File: config.mk
export PLATFORM = sky130hd
export DESIGN_NAME = agent
export DESIGN_NICKNAME = d
export VERILOG_FILES = /design/src/rtl/agent_pkg.sv /design/src/rtl/lfsr16.sv /design/src/rtl/agent.sv
export SDC_FILE = /design/constraint.sdc
export NUM_CORES = 1
export LEC_CHECK = 0
export BUFFER_PORTS_ARGS = -buffer_cell sky130_fd_sc_hd__clkbuf_2
export CAP_MARGIN = 20
export CORE_ASPECT_RATIO = 1.5
export CORE_UTILIZATION = 60
export DETAILED_ROUTE_END_ITERATION = 10
export HOLD_SLACK_MARGIN = 0.1
export PLACE_DENSITY_LB_ADDON = 0.05
export SYNTH_ARGS = -nofsm -noshare
export SYNTH_HDL_FRONTEND = slang
export SYNTH_SLANG_ARGS = --single-unit
File: constraint.sdc
create_clock -name clk -period 3.2 [get_ports clk]
set_input_delay 0.32 -clock clk [delete_from_list [all_inputs] [get_ports clk]]
set_output_delay 0.32 -clock clk [all_outputs]
set_load 0.01 [all_outputs]
File: src/rtl/agent_pkg.sv
// Shared types and constants for the explore/exploit action agent.
package agent_pkg;

  localparam int          R_W  = 16;
  localparam int          A_W  = 9;
  localparam logic [15:0] SEED = 16'hACE1;
  localparam logic [15:0] TAP  = 16'hB400;

  typedef enum logic [1:0] {
    IDLE,
    COMPARE,
    UPDATE,
    DONE
  } state_e;

  // Fold a 4-bit draw onto a 0..8 bit index.
  function automatic logic [3:0] bit_sel(input logic [3:0] n);
    return (n < 4'd9) ? n : n - 4'd9;
  endfunction

endpackage

File: src/rtl/lfsr16.sv
// 16-bit Galois LFSR, right shifting, stepping only when enabled.
module lfsr16
  import agent_pkg::*;
#(
  parameter logic [15:0] SEED = agent_pkg::SEED
) (
  input  logic        clk,
  input  logic        rst,
  input  logic        en,
  output logic [15:0] value_o,
  output logic [15:0] next_o
);

  assign next_o = (value_o >> 1) ^ (value_o[0] ? TAP : 16'h0000);

  always_ff @(posedge clk or posedge rst) begin
    if (rst)
      value_o <= SEED;
    else if (en)
      value_o <= next_o;
  end

endmodule

File: src/rtl/agent.sv
// Reward-driven action search: keep the best action seen so far and
// propose a random or best-neighbour candidate after every reward.
module agent
  import agent_pkg::*;
#(
  parameter int          R_W  = agent_pkg::R_W,
  parameter int          A_W  = agent_pkg::A_W,
  parameter logic [15:0] SEED = agent_pkg::SEED
) (
  input  logic           clk,
  input  logic           rst,
  input  logic           v,
  input  logic [R_W-1:0] r,
  output logic [A_W-1:0] a,
  output logic           d
);

  state_e         state_q, state_d;
  logic [R_W-1:0] r_q, r_d;
  logic [R_W-1:0] best_r_q, best_r_d;
  logic [A_W-1:0] best_a_q, best_a_d;
  logic [A_W-1:0] a_q, a_d;
  logic           d_q, d_d;

  logic        lfsr_en;
  logic [15:0] lfsr_q;
  logic [15:0] lfsr_n;
  logic [3:0]  k;
  logic [A_W-1:0] cand;
  logic        unused_lfsr;

  lfsr16 #(.SEED(SEED)) u_lfsr (
    .clk     (clk),
    .rst     (rst),
    .en      (lfsr_en),
    .value_o (lfsr_q),
    .next_o  (lfsr_n)
  );

  assign unused_lfsr = ^{lfsr_q, lfsr_n};

  assign k = bit_sel(lfsr_n[3:0]);

  always_comb begin
    cand = lfsr_n[A_W-1:0];
    if (lfsr_n[15:12] != 4'd0)
      cand = best_a_q ^ ({{(A_W-1){1'b0}}, 1'b1} << k);
  end

  always_comb begin
    state_d  = state_q;
    r_d      = r_q;
    best_r_d = best_r_q;
    best_a_d = best_a_q;
    a_d      = a_q;
    d_d      = 1'b0;
    lfsr_en  = 1'b0;
    unique case (state_q)
      // DONE doubles as an accept slot so a held v
      // yields one transaction every three cycles.
      IDLE, DONE: begin
        state_d = IDLE;
        if (v) begin
          r_d     = r;
          state_d = COMPARE;
        end
      end
      COMPARE: begin
        if (r_q > best_r_q) begin
          best_r_d = r_q;
          best_a_d = a_q;
        end
        state_d = UPDATE;
      end
      UPDATE: begin
        lfsr_en = 1'b1;
        a_d     = cand;
        d_d     = 1'b1;
        state_d = DONE;
      end
    endcase
  end

  always_ff @(posedge clk or posedge rst) begin
    if (rst) begin
      state_q  <= IDLE;
      r_q      <= '0;
      best_r_q <= '0;
      best_a_q <= '0;
      a_q      <= '0;
      d_q      <= 1'b0;
    end else begin
      state_q  <= state_d;
      r_q      <= r_d;
      best_r_q <= best_r_d;
      best_a_q <= best_a_d;
      a_q      <= a_d;
      d_q      <= d_d;
    end
  end

  assign a = a_q;
  assign d = d_q;

endmodule

# Word-level counts from Yosys, hierarchy flattened
# Index checks and enable logic that the tools add are counted.
[op_classes] n_lt_le_gt_ge=2 mul=0 div=0 bitwise=2 mux=6 n_eq_ne=3 shifts=1 addsub=1 n_reduce_logical=5
[ops] operator="greater-than comparator 16 bit" count=1
[ops] operator="two-way mux 16 bit" count=1
[ops] operator="bitwise XOR 15 x 16 -> 16 bit" count=1
[ops] operator="two-way mux 9 bit" count=1
[ops] operator="left shift 1 x 4 -> 9 bit (first input constant)" count=1
[ops] operator="bitwise XOR 9 bit" count=1
[ops] operator="one-hot mux 2 bit (3 select lines)" count=1
[ops] operator="== test 2 bit (second input constant)" count=2
[ops] operator="< comparator 4 bit (second input constant)" count=1
[ops] operator="two-way mux 4 bit" count=1
[ops] operator="AND reduction 2 bit" count=2
[ops] operator="nonzero test 4 bit" count=1
[ops] operator="subtractor 4 bit (second input constant)" count=1
[ops] operator="== test 2 x 1 -> 1 bit (second input constant)" count=1
[ops] operator="zero test 2 bit" count=1
[ops] operator="two-way mux 1 bit" count=2
[ops] operator="OR reduction 2 bit" count=1
[totals] word_cells=27 ramBits=0 latchBits=0 output_inout_bits=10 mem_count=0 ff_bits=69 mem_bits_ro=0

# Logic depth before layout (Yosys ltp)
# Gate-level depths: netlist of the first run.
[depth] ltp_word=7 depth_mapped=9

# By module
# A second synthesis of the first run with hierarchy kept.
[unflattened] hier_cells=294 hier_area_um2=3617.2
[modules_own_cells] module="agent" seq_area_each_um2=1326.3 area_per_inst_um2=2876.5 cells_each=243 instances=1
[modules_own_cells] module="lfsr16" seq_area_each_um2=410.4 area_per_inst_um2=740.7 cells_each=51 instances=1

# Worst setup path after synthesis of the first run
# OpenSTA, ideal clock, no wires.
[synth_path] kind="register to register" startpoint="register r_q[14]" endpoint="register best_a_q[0]" setup_slack_ps=1135 arrival_ps=1939 setup_time_ps=125 t_required_ps=3075 path_stages_with_launch=8 path_cell_list="dfrtp_1 -> ha_1 -> nand4_2 -> nor3_1 -> a22oi_1 -> a31oi_4 -> buf_12 -> mux2_4"
[synth_via] elab_chain_len=2
[synth_lines] element="start: declaration" line="agent.sv:19" rtl="logic [R_W-1:0] r_q, r_d;"
[synth_lines] element="start signal: assignment" line="agent.sv:94" rtl="r_q <= r_d;"
[synth_lines] element="greater-than comparator 16 bit" line="agent.sv:69" rtl="if (r_q > best_r_q) begin"
[synth_lines] element="AND reduction 2 bit (no source line)"
[synth_lines] element="end signal: assignment" line="agent.sv:96" rtl="best_a_q <= best_a_d;"
[synth_lines] element="end: declaration" line="agent.sv:21" rtl="logic [A_W-1:0] best_a_q, best_a_d;"
# No other way between the ends.
# A chain may end at the register's enable or synchronous reset.

# Worst setup path after layout of the first run
[layout_path] startpoint="register u_lfsr.value_o[1]" endpoint="register a_q[1], in the netlist a[1]"
[layout_via] elab_chain_len=6
[layout_lines] element="start: declaration" line="lfsr16.sv:10" rtl="output logic [15:0] value_o,"
[layout_lines] element="start signal: assignment" line="lfsr16.sv:20" rtl="value_o <= next_o;"
[layout_lines] element="bitwise XOR 15 x 16 -> 16 bit (*)" line="lfsr16.sv:14" rtl="assign next_o = (value_o >> 1) ^ (value_o[0] ? TAP : 16'h0000);"
[layout_lines] element="subtractor 4 bit / < comparator 4 bit (equally long branches)" line="agent_pkg.sv:18" rtl="return (n < 4'd9) ? n : n - 4'd9;"
[layout_lines] element="two-way mux 4 bit (*)" line="agent_pkg.sv:18"
[layout_lines] element="left shift 1 x 4 -> 9 bit (*)" line="agent.sv:47" rtl="cand = best_a_q ^ ({{(A_W-1){1'b0}}, 1'b1} << k);"
[layout_lines] element="bitwise XOR 9 bit (*)" line="agent.sv:47"
[layout_lines] element="two-way mux 9 bit (*)" line="agent.sv:46" rtl="if (lfsr_n[15:12] != 4'd0)"
[layout_lines] element="end signal: assignment" line="agent.sv:90" rtl="a_q <= '0;"
[layout_lines] element="end signal: assignment" line="agent.sv:97" rtl="a_q <= a_d;"
[layout_lines] element="end: declaration" line="agent.sv:22" rtl="logic [A_W-1:0] a_q, a_d;"
# Mark *: on every way between the ends. The rest lies on a longest branch, timed or not.

==> parameters.txt, run 1 <==
Parameter                              Value

Global routing
  Layer with the highest usage after global routing    met2
  Global-route wire length before repair    10.7 mm
  GRT met3 Usage    5.86%
  Met2 Resource Use GR    40.4%
  Number of antenna violations at the first check in global routing    0
  Via count of the first global-routing pass    2324
  Maximum number of pins on one net before global-route repair    49
  Met1 usage    27.0%
  Total congestion overflow    0
  Overall fraction of global-route tracks in use    between 20% and 30%

Logic synthesis
  Sequential fraction of the synthesis area    49.7%
  Post-Syn Nets    330
  Number of distinct standard cells referenced by the synthesized netlist    37
  Cell count after synthesis    292
  Warning count from the yosys run    0
  Dominant register cell in the synthesized netlist    dfrtp_1
  Fraction of post-synthesis cell area in the top cell type by area    43.7%
  Post-synthesis instance area    3490 µm²
  Mean area per synthesized cell    12.0 µm²
  Synth area leader    dfrtp_1
  Count of flip-flops with a built-in enable after synthesis    0
  Number of synthesized register bits    69
  Async SR Flop Fraction    100%
  Top cells by area, synth    dfrtp_1 44%, mux2_2 9.3%, mux2_4 8.6%

STA
  Time the final worst path needs with I/O delays and setup    2390 ps
  Worst Tran Pin Value    769 ps
  Max-Slew Margin vs Limit    approximately half
  Final worst clock skew    roughly 7.5 ps
  Max Clock Freq    about 420 MHz
  Setup repair after global routing missed its margin    no
  Setup slack after layout    roughly 810 ps
  Number of failing setup endpoints in the final timing report    0
  Share of the clock period used by the worst path    74.6%
  Endpoints failing hold    0
  Number of max-slew violations in the final report    0
  Setup tns final    0 ps
  Worst Hold Slack    195 ps

Worst setup path
  Standard cell with the maximum stage delay on the critical path    dfrtp_1
  Element type at the critical path end    flop
  Family with the most delay on the worst path    compound AO/OA/AOI/OAI gates
  Critical path fanouts, max    11
  Worst Path Buf+Inv    1
  Worst endpoint required time    3420 ps
  CP Cell Sequence    clkinv_1 -> ha_1 -> or3b_1 -> a211oi_1 -> o21ai_0 -> a31oi_1 -> a21oi_1
  Largest stage delay on the critical path    530 ps
  Type of the worst setup path    flop to flop
  Data arrival time of the worst path    2600 ps
  Startpoint kind of the worst setup timing path    flop

Power and ir drop
  Switching share of power    between 30% and 40%
  Largest vdd supply drop    771 µV
  Total leakage power    1.80 nW
  Pwr Density    1170 nW/µm²
  Seq pwr share    36.5%
  Sw Pwr    approximately 0.0017 W
  Cell internal power dissipation    0.00292 W
  Part of the total power dissipated in the clock network    18.8%
  Final Power    0.00462 W
  Gate power share    44.7%

Clock tree
  Clk pin slew, worst setup/hold paths    80 ps
  Sink count of the clock tree    69
  Clock tree from TritonCTS    done
  Clock tree root driver cell    clkbuf_8
  Clock latency reported for the late side of the worst-skew pair    350 ps
  Number of buffers on the longest clock path    2
  Deepest level of the CTS H-tree    3
  Number of cells upsized or downsized after cts    0
  TritonCTS Buffers    9

Placement
  Routability Congestion    0.961
  Number of input and output port buffers inserted    28
  Total half-perimeter wirelength after legalization and detailed placement    ~4.4 mm
  Number of placed instances with taps included    380
  Pre-CTS setup slack    870 ps

Cells and area
  Layout Area Growth over Synthesis    12.7%
  Number of inserted filler cells in the final layout    approximately 390
  Area taken by flip-flops and latches    approximately 1700 µm²
  Layout cell share with drive strength beyond 1    34.5%
  Number of nets in the finished design    between 300 and 400
  Most common cell after layout, fill and taps aside    dfrtp_1
  Count of antenna diodes in the layout    0
  Leading cell types in the layout, fill and taps excluded    61 x dfrtp_1, 29 x mux2_2, 28 x inv_1, 28 x clkbuf_2, 20 x mux2_4
  Number of non-filler instances in the completed layout    398
  Multi-input gate area in the final layout    1540 µm²

Floorplanning
  Chip Width    64.3 µm
  Die span in y    95.5 µm
  Placement row count    33
  Floorplan die area    6140 µm²
  Initial Utilization    between 60% and 70%
  CORE AREA    around 5500 µm²
  I/O pin count    29

Drt
  1st-pass router iterations    4
  Violation count after the first detailed-route iteration    roughly 180
  Wire length per cell after detailed routing    15.8 µm
  Remaining routing DRC violations    0
  Final wirelength    6.31 mm
  Remaining antenna violation count    0
  Vias per cell    5.61
  Number of vias after detailed routing    2231

Job
  Max Cap Violations    0

Run status
  Status    complete, no violations

Min path
  Path class of the lowest-slack min-delay path    input port to flop
[routing by layer]
metal | vias to the layer above | wire length, µm
li1 | 1089 | -
met1 | 1084 | 2630
met2 | 44 | 3340
met3 | 14 | 195
met4 | 0 | 137
met5 | - | 0
[power by group through the flow]
| stage | Combinational (W) | Clock [W] | Sequential (W) |
|---|---|---|---|
| 6_report | 0.00206 | 0.000871 | 0.00169 |
| 5_1_grt | 0.00231 | 0.000927 | 0.00174 |
| 4_1_cts | 0.00208 | 0.000890 | 0.00169 |
| 3_5_place_dp | 0.00206 | 0 | 0.00170 |
| 3_3_place_gp | 0.00201 | 0 | 0.00168 |
| 2_1_floorplan | 0.00177 | 0 | 0.00159 |
[synth_stat cells (3+ instances only)]
library cell and n:
nor3_1 5, o21ai_0 15, nand2_1 17, mux2_4 20, inv_1 29, o221ai_1 6
xor2_1 5, a21oi_1 13, clkbuf_1 9, nor2_1 12, xnor2_1 6, ha_1 19
dfrtp_1 61, nor4_1 8, mux2_2 29, a211oi_1 3, dfstp_2 8
[flip-flops by register name (all words and copies together) (netlist names)]
| register | count |
|---|---|
| best_a_q | 9 |
| u_lfsr.value_o | 16 |
| state_q | 2 |
| best_r_q | 16 |
| a | 9 |
| d | 1 |
| r_q | 16 |
[final cells by class]
cell class	count	share of cell area, %
inverters	30	2.86
clock inverters	6	2.80
clock buffers	10	3.50
repair buffers	35	5.28
well taps	70	2.23
flip-flops and latches	69	44.1
multi-input cells	178	39.2
[timing repair]
action                                 CTS  global route
endpoints found under the hold margin    0            16
setup buffers                            0             0
hold buffers                             0             1
[per-stage QoR]
step           util (%)  area, µm²
4_1_cts            70.6       3910
2_1_floorplan         -       3490
5_1_grt            71.1       3940
3_3_place_gp       66.1       3660
3_5_place_dp       66.1       3660
6_report           71.1       3940
[cells by family (layout without fill, tap and decap cells)]
family,count (synthesis),after routing,synth area share [%]
muxes,49,49,17.9
and+or+nand+nor,55,55,8.38
AOI/OAI and AO/OA,44,44,8.31
xor gates and xnor gates,11,11,2.76
buffers and inverters,45,81,6.09
DFF,69,69,49.7
adders and majority gates,19,19,6.81
[final timing paths]
kind | startpoint | to | slack, ps | cells after the start
worst max-delay path | u_lfsr.value_o[1] | a[1] | 810 | 7
worst min-delay path | r[10] | r_q[10] | 190 | 2
worst max register to register | u_lfsr.value_o[1] | a[1] | 810 | 7
worst min register to register | u_lfsr.value_o[7] | u_lfsr.value_o[7] | 470 | 2
max in group asynchronous | rst | d | 2120 | 5
min in group asynchronous | rst | best_a_q[6] | 400 | 3
Note: power is estimated with default switching activity, not from simulation.
==> inputs of run 2 (changes only) <==
--- a/config.mk
+++ b/config.mk
@@ -5,6 +5,7 @@
 export SDC_FILE = /design/constraint.sdc
 export NUM_CORES = 1
 export LEC_CHECK = 0
+export ABC_AREA = 1
 export BUFFER_PORTS_ARGS = -buffer_cell sky130_fd_sc_hd__clkbuf_2
 export CAP_MARGIN = 20
 export CORE_ASPECT_RATIO = 1.5
==> constraint.sdc (replaced) <==
create_clock -name clk -period 2.4 [get_ports clk]
set_input_delay 0.24 -clock clk [delete_from_list [all_inputs] [get_ports clk]]
set_output_delay 0.24 -clock clk [all_outputs]
set_load 0.01 [all_outputs]
==> run 2 against run 1 <==
Against the previous run:
- final cell count rose by 31%
- routed wire length rose by 12%
- register-to-register slack got worse by 490 ps
- sequential power fell by 2%
- sequential share of layout area fell by 0.76 points
- largest cell class unchanged
- fmax rose by 15%
- combinational power fell by 12%
- total power fell by 2.0%
- cell area rose by 1.7%
- highest routed layer unchanged
- clock skew rose by 2.8 ps
- synthesized area rose by 1.8%
==> parameters.txt, run 2 <==
Parameter                              Value

Run status
  Status    complete, no violations (unchanged)

Power and ir drop
  Total leakage power    2.04 nW (was 1.80 nW)
  Largest vdd supply drop    890 µV (was 771 µV)
  Pwr Density    1130 nW/µm² (was 1170 nW/µm²)

STA
  Number of max-slew violations in the final report    0 (unchanged)
  Max-Slew Margin vs Limit    59.9% (was 48.6%)
  Final worst clock skew    10.3 ps (was 7.53 ps)
  Share of the clock period used by the worst path    86.7% (was 74.6%)
  Time the final worst path needs with I/O delays and setup    2080 ps (was 2390 ps)
  Number of failing setup endpoints in the final timing report    0 (unchanged)
  Setup tns final    0 ps (unchanged)
  Endpoints failing hold    0 (unchanged)
  Worst Tran Pin Value    596 ps (was 769 ps)
  Max Clock Freq    481 MHz (was 419 MHz)
  Setup slack after layout    320 ps (was 813 ps)
  Setup repair after global routing missed its margin    no (unchanged)

Clock tree
  Post-CTS Setup Repair Bufs    0 (unchanged)
  Clock latency reported for the late side of the worst-skew pair    350 ps (about the same)
  Number of buffers on the longest clock path    2 (unchanged)
  TritonCTS Buffers    9 (unchanged)
  Cts-stage hold buffer count    1 (was 0)
  Number of cells upsized or downsized after cts    0 (unchanged)
  Sink count of the clock tree    69 (unchanged)
  Clock tree from TritonCTS    done (unchanged)
  Deepest level of the CTS H-tree    3 (unchanged)
  Clk pin slew, worst setup/hold paths    70 ps (was 80 ps)
  Clock tree root driver cell    clkbuf_8 (unchanged)

Worst setup path
  Type of the worst setup path    flop to flop (unchanged)
  Worst endpoint required time    2630 ps (was 3420 ps)
  Critical register-to-register path endpoint    best_r_q[7] (was a[1])
  Data arrival time of the worst path    2310 ps (was 2600 ps)
  Register-to-register setup slack    320 ps (was 810 ps)
  Element type at the critical path end    flop (unchanged)
  CP startpoint    r_q[7] (was u_lfsr.value_o[1])
  Critical path fanouts, max    25 (was 11)
  Startpoint kind of the worst setup timing path    flop (unchanged)
  Startpoint of the lowest-slack register-to-register path    r_q[7] (was u_lfsr.value_o[1])
  Worst Reg2Reg Path Length in Cells    9 (was 7)

Floorplanning
  Initial Utilization    61.9% (was 63.1%)
  I/O pin count    29 (unchanged)
  CORE AREA    5740 µm² (was 5530 µm²)
  Placement row count    34 (was 33)
  Chip Width    64.8 µm (was 64.3 µm)
  Floorplan die area    6240 µm² (was 6140 µm²)
  Die span in y    96.3 µm (was 95.5 µm)

Drt
  Violation count after the first detailed-route iteration    192 (was 178)
  Wire length per cell after detailed routing    13.5 µm (was 15.8 µm)
  Final wirelength    7.04 mm (was 6.31 mm)
  Remaining routing DRC violations    0 (unchanged)
  1st-pass router iterations    5 (was 4)
  Remaining antenna violation count    0 (unchanged)
  Vias per cell    5.26 (was 5.61)
  Number of vias after detailed routing    2753 (was 2231)

Cells and area
  Area taken by flip-flops and latches    1740 µm² (unchanged)
  Finished layout cell area    4010 µm² (was 3940 µm²)
  Number of nets in the finished design    484 (was 361)
  Registers with the most flip-flops    best_r_q: 16 flops, r_q: 16 flops, u_lfsr.value_o: 16 flops (unchanged)
  Layout Area Growth over Synthesis    12.7% (about the same)
  Most common cell after layout, fill and taps aside    nand2_1 (was dfrtp_1)
  Number of non-filler instances in the completed layout    523 (was 398)
  Multi-input gate area in the final layout    1570 µm² (was 1540 µm²)
  Layout cell share with drive strength beyond 1    20.0% (was 34.5%)
  Leading cell types in the layout, fill and taps excluded    149 x nand2_1, 61 x dfrtp_1, 48 x nand3_1, 41 x inv_1, 28 x clkbuf_2 (was 61 x dfrtp_1, 29 x mux2_2, 28 x inv_1, 28 x clkbuf_2, 20 x mux2_4)
  Count of antenna diodes in the layout    0 (unchanged)
  Number of inserted filler cells in the final layout    496 (was 388)

Logic synthesis
  Sequential fraction of the synthesis area    48.9% (was 49.7%)
  Post-synthesis instance area    3550 µm² (was 3490 µm²)
  Number of synthesized register bits    69 (unchanged)
  Post-Syn Nets    451 (was 330)
  Fraction of post-synthesis cell area in the top cell type by area    42.9% (was 43.7%)
  Ranking of synthesized cells by instance count    149 x nand2_1, 61 x dfrtp_1, 48 x nand3_1 (was 61 x dfrtp_1, 29 x inv_1, 29 x mux2_2)
  Warning count from the yosys run    0 (unchanged)
  Dominant register cell in the synthesized netlist    dfrtp_1 (unchanged)
  Count of flip-flops with a built-in enable after synthesis    0 (unchanged)
  Async SR Flop Fraction    100% (unchanged)
  Synth area leader    dfrtp_1 (unchanged)
  Top cells by area, synth    dfrtp_1 43%, nand2_1 16%, nand3_1 6.8% (was dfrtp_1 44%, mux2_2 9.3%, mux2_4 8.6%)
  Mean area per synthesized cell    8.61 µm² (was 12.0 µm²)
  Number of distinct standard cells referenced by the synthesized netlist    28 (was 37)
  Cell count after synthesis    413 (was 292)
  Most instantiated library cell after synthesis    nand2_1 (was dfrtp_1)

Global routing
  Number of antenna violations at the first check in global routing    0 (unchanged)
  Total congestion overflow    0 (unchanged)
  Maximum number of pins on one net before global-route repair    28 (was 49)
  Via count of the first global-routing pass    2738 (was 2324)
  Global-route wire length before repair    11.9 mm (was 10.7 mm)
  Overall fraction of global-route tracks in use    25.5% (was 23.5%)

Min path
  Capture endpoint of the worst hold path    r_q[9] (was r_q[10])
  Hold path startpoint    r[9] (was r[10])
  Count of cells along the worst hold path    2 (unchanged)
  Path class of the lowest-slack min-delay path    input port to flop (unchanged)

Placement
  Routability Congestion    0.810 (was 0.961)
  Pre-CTS setup slack    305 ps (was 870 ps)
  Total half-perimeter wirelength after legalization and detailed placement    5.01 mm (was 4.40 mm)
  Number of input and output port buffers inserted    28 (unchanged)
  Instance area at placement    3770 µm² (was 3660 µm²)
  Number of placed instances with taps included    506 (was 380)

Job
  Max Cap Violations    0 (unchanged)
[run 2: final cells by class]
cell class,instances,share of cell area (%)
Multi-Input combinational cell,286,39.3
Clock buffer,12,3.87
Timing Repair Buffer,36,5.37
Clock inverter,4,1.75
Sequential cell,69,43.4
Inverter,44,4.12
Tap cell,72,2.25
[run 2: cells by family (layout without fill, tap and decap cells)]
kind of cell,after synthesis,after routing,synth area share [%]
AND/OR/NAND/NOR,217,217,26.8
flip-flops,69,69,48.9
buffers and inverters,58,96,6.90
AO/OA/AOI/OAI,32,32,5.32
adder cells (fa/ha/maj),19,19,6.69
multiplexers,15,15,4.75
XOR/XNOR,3,3,0.739
[run 2: worst max-delay path by stage]
stage / to / slack (ps)
after CTS: best_r_q[7] / 290
after detailed placement: best_r_q[7] / 310
final: best_r_q[7] / 320
after global routing: best_r_q[0] / 130
after global placement: best_r_q[4] / 350
after floorplan: a[0] / 430
[run 2: routing by layer]
layer	part of all wire [%]	global-route usage (%)	vias to the layer above	routed length [µm]
li1	-	-	1387	-
met1	40	27.3	1319	2830
met3	2.2	2.96	13	154
met2	55	47.8	34	3900
met4	2.3	14.3	0	160
met5	0	0	-	0
[run 2: per-stage QoR]
step           hold WS [ps]  utilization, %  power, W
5_1_grt                 124            69.7   0.00488
2_1_floorplan           391               -   0.00306
6_report                122            69.7   0.00453
3_3_place_gp            312            65.6   0.00343
4_1_cts                 115            69.7   0.00457
3_5_place_dp            306            65.6   0.00348
[run 2: critical path: stages (launching register included)]
cell and delay (ps):
dfrtp_1 400, ha_1 320, nand2_1 70, inv_1 50
nand3_1 130, nor2_4 70, a31oi_4 440, nand2_4 290
nand2_1 130, nand2_1 50
[run 2: power breakdown]
part | internal [W] | total, W | switching (W)
Sequential | 0.00146 | 0.00165 | 0.000187
Combinational | 0.000716 | 0.00181 | 0.00110
Clock | 0.000639 | 0.00107 | 0.000429
